===== src/rtl/aes_round_key_scheduler.sv =====
// Controller for an 8-bit serial AES-128 key expansion datapath: loads the cipher
// key bytewise, sequences 10 expansion rounds, stores all 11 round keys for readout.
module aes_round_key_scheduler (
    input  logic         clk,
    input  logic         rst,
    input  logic         key_valid_i,
    input  logic [7:0]   key_byte_i,
    output logic         key_ready_o,
    output logic         ke_en_o,
    output logic [7:0]   ke_key_byte_o,
    output logic         ke_select_input_o,
    output logic         ke_select_sbox_o,
    output logic         ke_select_last_out_o,
    output logic         ke_select_bit_out_o,
    output logic [7:0]   ke_rcon_en_o,
    output logic [3:0]   ke_round_o,
    input  logic [7:0]   ke_byte_i,
    output logic         keys_ready_o,
    input  logic         rk_req_i,
    input  logic [3:0]   rk_idx_i,
    output logic         rk_ack_o,
    output logic         rk_err_o,
    output logic [127:0] rk_data_o,
    output logic         busy_o
);

    // Key input: a byte transfers on a rising edge where key_valid_i && key_ready_o;
    // valid may be dropped at any time (bubble) and freezes loading until it returns.
    typedef enum logic [2:0] {
        S_IDLE, S_LOAD, S_ONE, S_TWO, S_THREE, S_NORM, S_SHIFT, S_DONE
    } state_t;

    state_t         state_q, state_d;
    logic [3:0]     cnt_q, cnt_d;
    logic [3:0]     round_q, round_d;
    logic [119:0]   cap_q, cap_d;
    logic           keys_ready_q, keys_ready_d;
    logic           rk_ack_q, rk_ack_d;
    logic           rk_err_q, rk_err_d;
    logic [127:0]   rk_data_q, rk_data_d;

    logic [127:0]   rk_q [0:10];
    logic           rk0_shift;
    logic           rk_we;
    logic [127:0]   cap_word;

    always_comb begin
        state_d              = state_q;
        cnt_d                = cnt_q;
        round_d              = round_q;
        cap_d                = cap_q;
        keys_ready_d         = keys_ready_q;
        rk_ack_d             = 1'b0;
        rk_err_d             = rk_err_q;
        rk_data_d            = rk_data_q;
        rk0_shift            = 1'b0;
        rk_we                = 1'b0;
        cap_word             = {cap_q, ke_byte_i};
        key_ready_o          = 1'b0;
        ke_en_o              = 1'b0;
        ke_select_input_o    = 1'b0;
        ke_select_sbox_o     = 1'b1;
        ke_select_last_out_o = 1'b0;
        ke_select_bit_out_o  = 1'b0;
        ke_rcon_en_o         = 8'h00;

        case (state_q)
            S_IDLE, S_DONE: begin
                key_ready_o = !rk_req_i;
                // Skip the cycle that carries the ack so a requester dropping req
                // right after the ack is served exactly once.
                if (state_q == S_DONE && rk_req_i && !rk_ack_q) begin
                    rk_ack_d = 1'b1;
                    if (rk_idx_i > 4'd10) begin
                        rk_err_d  = 1'b1;
                        rk_data_d = '0;
                    end else begin
                        rk_err_d  = 1'b0;
                        rk_data_d = rk_q[rk_idx_i];
                    end
                end
                if (key_valid_i && !rk_req_i) begin
                    state_d      = S_LOAD;
                    cnt_d        = 4'd1;
                    round_d      = 4'd0;
                    keys_ready_d = 1'b0;
                    rk0_shift    = 1'b1;
                end
            end
            S_LOAD: begin
                key_ready_o = 1'b1;
                ke_en_o     = key_valid_i;
                if (key_valid_i) begin
                    rk0_shift = 1'b1;
                    if (cnt_q == 4'd15) begin
                        state_d = S_ONE;
                        cnt_d   = 4'd0;
                        round_d = 4'd1;
                    end else begin
                        cnt_d = cnt_q + 4'd1;
                    end
                end
            end
            S_ONE: begin
                ke_en_o             = 1'b1;
                ke_select_input_o   = 1'b1;
                ke_select_bit_out_o = 1'b1;
                ke_rcon_en_o        = 8'hff;
                cap_d               = cap_word[119:0];
                state_d             = S_TWO;
            end
            S_TWO: begin
                ke_en_o             = 1'b1;
                ke_select_input_o   = 1'b1;
                ke_select_bit_out_o = 1'b1;
                cap_d               = cap_word[119:0];
                if (cnt_q == 4'd1) begin
                    state_d = S_THREE;
                    cnt_d   = 4'd0;
                end else begin
                    cnt_d = cnt_q + 4'd1;
                end
            end
            S_THREE: begin
                ke_en_o             = 1'b1;
                ke_select_input_o   = 1'b1;
                ke_select_sbox_o    = 1'b0;
                ke_select_bit_out_o = 1'b1;
                cap_d               = cap_word[119:0];
                state_d             = S_NORM;
            end
            S_NORM: begin
                ke_en_o              = 1'b1;
                ke_select_input_o    = 1'b1;
                ke_select_sbox_o     = 1'b0;
                ke_select_last_out_o = 1'b1;
                ke_select_bit_out_o  = 1'b1;
                cap_d                = cap_word[119:0];
                if (cnt_q == 4'd7) begin
                    state_d = S_SHIFT;
                    cnt_d   = 4'd0;
                end else begin
                    cnt_d = cnt_q + 4'd1;
                end
            end
            S_SHIFT: begin
                ke_en_o              = 1'b1;
                ke_select_input_o    = 1'b1;
                ke_select_sbox_o     = 1'b0;
                ke_select_last_out_o = 1'b1;
                cap_d                = cap_word[119:0];
                if (cnt_q == 4'd3) begin
                    // The 16th byte of the round arrives this cycle, so store the
                    // shift register together with it.
                    rk_we = 1'b1;
                    cnt_d = 4'd0;
                    if (round_q == 4'd10) begin
                        state_d      = S_DONE;
                        keys_ready_d = 1'b1;
                    end else begin
                        state_d = S_ONE;
                        round_d = round_q + 4'd1;
                    end
                end else begin
                    cnt_d = cnt_q + 4'd1;
                end
            end
            default: state_d = S_IDLE;
        endcase
    end

    always_ff @(posedge clk or posedge rst) begin
        if (rst) begin
            state_q      <= S_IDLE;
            cnt_q        <= 4'd0;
            round_q      <= 4'd0;
            cap_q        <= '0;
            keys_ready_q <= 1'b0;
            rk_ack_q     <= 1'b0;
            rk_err_q     <= 1'b0;
            rk_data_q    <= '0;
        end else begin
            state_q      <= state_d;
            cnt_q        <= cnt_d;
            round_q      <= round_d;
            cap_q        <= cap_d;
            keys_ready_q <= keys_ready_d;
            rk_ack_q     <= rk_ack_d;
            rk_err_q     <= rk_err_d;
            rk_data_q    <= rk_data_d;
        end
    end

    // Round-key storage keeps its contents across reset; keys_ready_o qualifies it.
    always_ff @(posedge clk) begin
        if (rk0_shift) rk_q[0] <= {rk_q[0][119:0], key_byte_i};
        if (rk_we) rk_q[round_q] <= cap_word;
    end

    assign ke_key_byte_o = key_byte_i;
    assign ke_round_o    = round_q;
    assign keys_ready_o  = keys_ready_q;
    assign rk_ack_o      = rk_ack_q;
    assign rk_err_o      = rk_err_q;
    assign rk_data_o     = rk_data_q;
    assign busy_o        = (state_q != S_IDLE) && (state_q != S_DONE);

endmodule


===== config.mk =====
export PLATFORM = sky130hd
export DESIGN_NAME = aes_round_key_scheduler
export DESIGN_NICKNAME = d
export VERILOG_FILES = /design/src/rtl/aes_round_key_scheduler.sv
export SDC_FILE = /design/constraint.sdc
export NUM_CORES = 2
export LEC_CHECK = 0
export BUFFER_PORTS_ARGS = -buffer_cell sky130_fd_sc_hd__buf_2
export CORE_UTILIZATION = 30
export DETAILED_ROUTE_END_ITERATION = 8
export GPL_TIMING_DRIVEN = 1
export PLACE_DENSITY_LB_ADDON = 0.3
export SYNTH_ARGS = -nofsm -noshare
export SYNTH_HDL_FRONTEND = slang
export SYNTH_SLANG_ARGS = --single-unit

===== constraint.sdc =====
create_clock -name clk -period 18 [get_ports clk]
set_clock_uncertainty 0.1 [all_clocks]
set_input_delay 3.6 -clock clk [delete_from_list [all_inputs] [get_ports clk]]
set_output_delay 3.6 -clock clk [all_outputs]
set_load 0.01 [all_outputs]

Word-level counts from Yosys, hierarchy flattened
Memories as Yosys holds them, arrays and structs flattened.
Cells that the tools add are included.
- flip-flop bits (word level): 262
- memory bits (writable): 1408
- bits of input ports: 24
- output and inout bits: 158
- logic and storage cells: 103
- memories kept: 1
- memories (name ; depth ; width ; read ports ; clocked after Yosys merged registers in ; wr ports ; RTL line ; text):
    rk_q ; 11 ; 128 ; 2 ; 0 ; 1 ; 42 ; logic [127:0] rk_q [0:10];
- add/sub/neg operators: 2
- $lt $le $gt $ge: 1
- equal/unequal tests: 21
- mux-type cells: 48
- reduce and logical (&&, ||, !) cells: 22
- operators with widths (kind ; count):
    $mux W128 ; 2
    $reduce_or A128 Y1 ; 1
    $mux W4 ; 12
    $mux W3 ; 7
    $pmux W3 S7 ; 1
    $pmux W4 S5 ; 1
    $mux W1 ; 19
    $ne A2 B2 Y1 const B ; 8
    $eq A3 B3 Y1 const B ; 4
    $pmux W4 S3 ; 1
    $reduce_and A6 Y1 ; 2
    $add A4 B1 Y4 const B ; 2
    $eq A4 B4 Y1 const B ; 2
    $mux W8 ; 1
    $pmux W1 S2 ; 4
    $eq A3 B2 Y1 const B ; 2
    $reduce_bool A3 Y1 ; 2
    $reduce_bool A5 Y1 ; 1
    $reduce_or A5 Y1 ; 1
    $eq A4 B1 Y1 const B ; 1
    $eq A4 B2 Y1 const B ; 1
    $eq A4 B3 Y1 const B ; 1
    $gt A4 B4 Y1 const B ; 1
    $logic_and A1 B1 Y1 ; 4
    other kinds (11) ; 13

Logic depth before layout (Yosys ltp)
- depth after elaboration: 7
- gate-level depth with buffers: 11
- mapped depth without buffers: 7

Worst setup path before layout
Ideal clock, no wire load.
- path kind: register to register
- start: register state_q[0]
- end: memory rk_q[1][0], enable pin
- setup time: 929 ps
- data arrival time: 13562 ps
- slack: 3409 ps
- cell stages (with the launch flop): 10
- path buffers: 4
- path through: dfrtp_1 -> inv_1 -> ha_1 -> buf_2 -> and2_1 -> buf_2 -> nand2_1 -> buf_2 -> buf_2 -> nor4_1
- longest elaborated chain between the ends: 6
- RTL lines (item ; RTL line ; text):
    start: declaration ; 33 ; state_t state_q, state_d;
    start signal: assignment ; 183 ; state_q <= state_d;
    $eq A3 B3 Y1 / $logic_not A3 Y1 (equally long branches) ; 67 ; case (state_q)
    $mux W1 / $reduce_or A2 Y1 (equally long branches) ; 67 ;
    $mux W1 / $pmux W1 S2 (equally long branches) ; 197, 67 ;
    $mux W1 (on tied branches) ; 197, 196 ;
    $reduce_or A128 Y1 (no line) / $mux W1 (equally long branches) ; n/a ;
    $mux W4 (no line) / $mux W1 (equally long branches) ; n/a ;
    end: declaration ; 42 ;
Several ways; a longest one is shown, not always the timed one.

Final worst setup path
- start: input port key_valid_i
- end: output port ke_en_o
- longest elaborated chain between the ends: 1
- RTL lines (item ; RTL line ; text):
    start: declaration ; 6 ; input logic key_valid_i,
    $pmux W1 S2 ; 67 ;
    end: declaration ; 9 ; output logic ke_en_o,
Every way passes these cells.

==> flow_summary.ini <==
[setup_path]
worstPathMaxFanout = 4
crit_required_ns = 14.30
critical_path.startpoint_type = input pin
critPathMaxStageDelay_ns = 0.29
endpoint_kind = primary output
arrival_ns = 4.50
critPathSlowestCell = nand2_1
crit_chain = buf_2, nand2_1, nand2_1, buf_2
worstSetupPathType = in -> out

[power_and_ir_drop]
power.switching_w = 0.00280
internal_power_w = 0.00755
sw_frac_of_total_pct = 27.1
power.share.clock_pct = 34.9
seq_power_share_pct = 49.7
pwr-share-comb_pct = 15.4
power_density_mw_per_mm2 = 139
vdd_drop_max_v = 0.0000960
p_leak_nw = 25.4

[global_routing]
met1_usage_pct = 21.2
grt_remaining_overflow = 0
grt_util_met2_pct = 24.3
grt_pass1_wl_um = 237000
antenna_found_initial = 7
met3_usage_pct = 2.24
grt_max_degree = 131
grt.total_usage_pct = 15.1
grt_most_used_layer = met2
first_global_vias = 32600

[logic_synthesis]
synth_edf_count = 1408
ys_seq_area_share_pct = 75.7
synth_top_family_by_area = multiplexers
syn_nets = 3306
synthAdderAreaFrac_pct = 0.155
synth_cell_types = 47
synth-seq-cells = 1670
synth_top_area_share_pct = 65.6
yosys_warnings = 0
synth_xor_xnor_area_share_pct = 0
synthCells = 3274
synthArstFlopShare_pct = 15.7
netlist_area_mm2 = 0.0645
synth_compound_area_share_pct = 3.89
yosys-top-cells-area = edfxtp_1, dfrtp_1, mux4_2
avgSynthCellArea_um2 = 19.7
synth-simple-area-share_pct = 1.29
synth_area_leader_cell = edfxtp_1
synth_ff_type = edfxtp_1
yosys-mux-area-fraction_pct = 17.3

[sta]
slew_headroom_pct = 19.0
drv_slew = 0
tns_ns = 0
rsz0062_at_grt = false
fmax_mhz = 122
timing.final.crit_share_pct = 45.6
fin_ws_ns = 9.80
hold_viol_final = 0
min_period_ns = 8.20
finalSetupViolCount = 0
tightest_slew_ns = 1.22

[drt]
drtIter0Drc = 2386
ant_nets = 0
routed_wirelength_um = 165000
post_drt_wl_per_cell_um = 25.5
vias = 31700
first_pass_iters = 5
route.detailed.drc = 0
via_per_inst = 4.91

[floorplanning]
core-area_mm2 = 0.213
rows = 169
start_util_pct = 30.3
fp.dieArea_mm2 = 0.217
die_h_um = 466
io_pins = 182
die_w_um = 466

[finish]
layout.nets = 3516
syn2layout_area_growth_pct = 15.3
layout_common_cells = edfxtp_1, dfrtp_1, mux4_2, mux2i_1, mux2_2
final_common_cell = edfxtp_1
drive_gt1_share_pct = 28.4

[placed_design]
dp_hpwl_um = 85800
portBuffers = 181
gp_congestion = 0.709
post-place-ws_ns = 9.74

[cts]
cts_buffer_depth = 3
post_cts_buffers = 0
clk_pin_slew_worst_paths_ns = 0.06
cts.htree.levels = 4
tritoncts = done
clock_sinks = 1670
cts-hold-fix-buffers = 0
cts_root_buf = clkbuf_16
clock_latency_ns = 0.80
cts.repair.resized = 0
cts_buffers = 174

[outcome]
status = finished, final reports clean

[flow_run]
max_cap_violations = 0

[worst_hold_path]
hold_path_class = reg -> reg
[routing by layer]
metal,share of wire (%),vias to the layer above
li1,-,13600
met1,46,17100
met2,48,783
met3,4.5,200
met4,2.0,0
met5,0,-
[flip-flops by register name, summed over array words and instances (netlist names)]
signal,count
keys_ready_o,1
cap_q,120
rk_data_o,128
state_q,3
rk_ack_o,1
rk_q,1408
rk_err_o,1
ke_round_o,4
cnt_q,4
[per-stage QoR]
| step | instances | total power (W) | instance area (um^2) | hold WS, ns | utilization, % |
|---|---|---|---|---|---|
| finish | 6457 | 0.0104 | 74400 | 0.409 | 34.9 |
| global route | 6456 | 0.0108 | 74300 | 0.432 | 34.9 |
| floorplan | 3274 | 0.00611 | 64500 | 0.375 | - |
| CTS | 6455 | 0.0105 | 74300 | 0.413 | 34.9 |
| detailed placement | 6129 | 0.00688 | 68600 | 0.399 | 32.2 |
| global placement | 6129 | 0.00685 | 68600 | 0.387 | 32.2 |
[cells in the mapped netlist, types with 30 or more instances]
cell type	instances
mux2i_1	256
buf_4	39
a22oi_1	128
edfxtp_1	1408
buf_2	77
mux4_2	256
o21ai_0	238
dfrtp_1	262
clkbuf_1	82
nand2_1	139
o21ai_1	30
mux2_2	249
[worst paths after layout]
| kind | from | to | slack, ns | cells after the start |
|---|---|---|---|---|
| setup / recovery | key_valid_i | ke_en_o | 9.80 | 4 |
| hold / removal | cap_q[112]$_DFFE_PP0P_ | cap_q[112]$_DFFE_PP0P_ | 0.41 | 1 |
| setup reg to reg | state_q[0]$_DFFE_PP0P_ | rk_q[2][10]$_DFFE_PP_ | 13.47 | 8 |
| hold reg to reg | cap_q[112]$_DFFE_PP0P_ | cap_q[112]$_DFFE_PP0P_ | 0.41 | 1 |
| max in group asynchronous | rst | cap_q[116]$_DFFE_PP0P_ | 12.73 | 4 |
| min in group asynchronous | rst | rk_data_o[54]$_DFFE_PP0P_ | 2.77 | 2 |
[power by group through the flow]
stage | Clock (W) | Combinational, W | Sequential [W]
floorplan | 0 | 0.00104 | 0.00506
global placement | 0 | 0.00160 | 0.00525
detailed placement | 0 | 0.00163 | 0.00525
CTS | 0.00370 | 0.00164 | 0.00517
global route | 0.00384 | 0.00175 | 0.00519
finish | 0.00362 | 0.00159 | 0.00515
[layout make-up]
class                      instances  area (um^2)
antenna                            2         5.00
inverter                          10         45.0
tap                             2821         3530
clock buffer                     245         4950
fill                           19700       139000
multi-input combinational       1387        14700
timing repair buffer             241         1460
sequential                      1670        48800
clock inverter                    81          843
[worst max-delay path: cells and delay by family]
kind                   cells  cell delay [ns]
AND/OR/NAND/NOR            2             0.53
buffers and inverters      2             0.37
[logic make-up (layout without fill, tap and decap cells)]
logic type	count (synthesis)	in the layout
DFF	1670	1670
other	0	2
AOI/OAI and AO/OA	425	425
adders and majority gates	8	8
and+or+nand+nor	193	193
buffers and inverters	217	577
muxes	761	761
(Power assumes the default switching activity.)
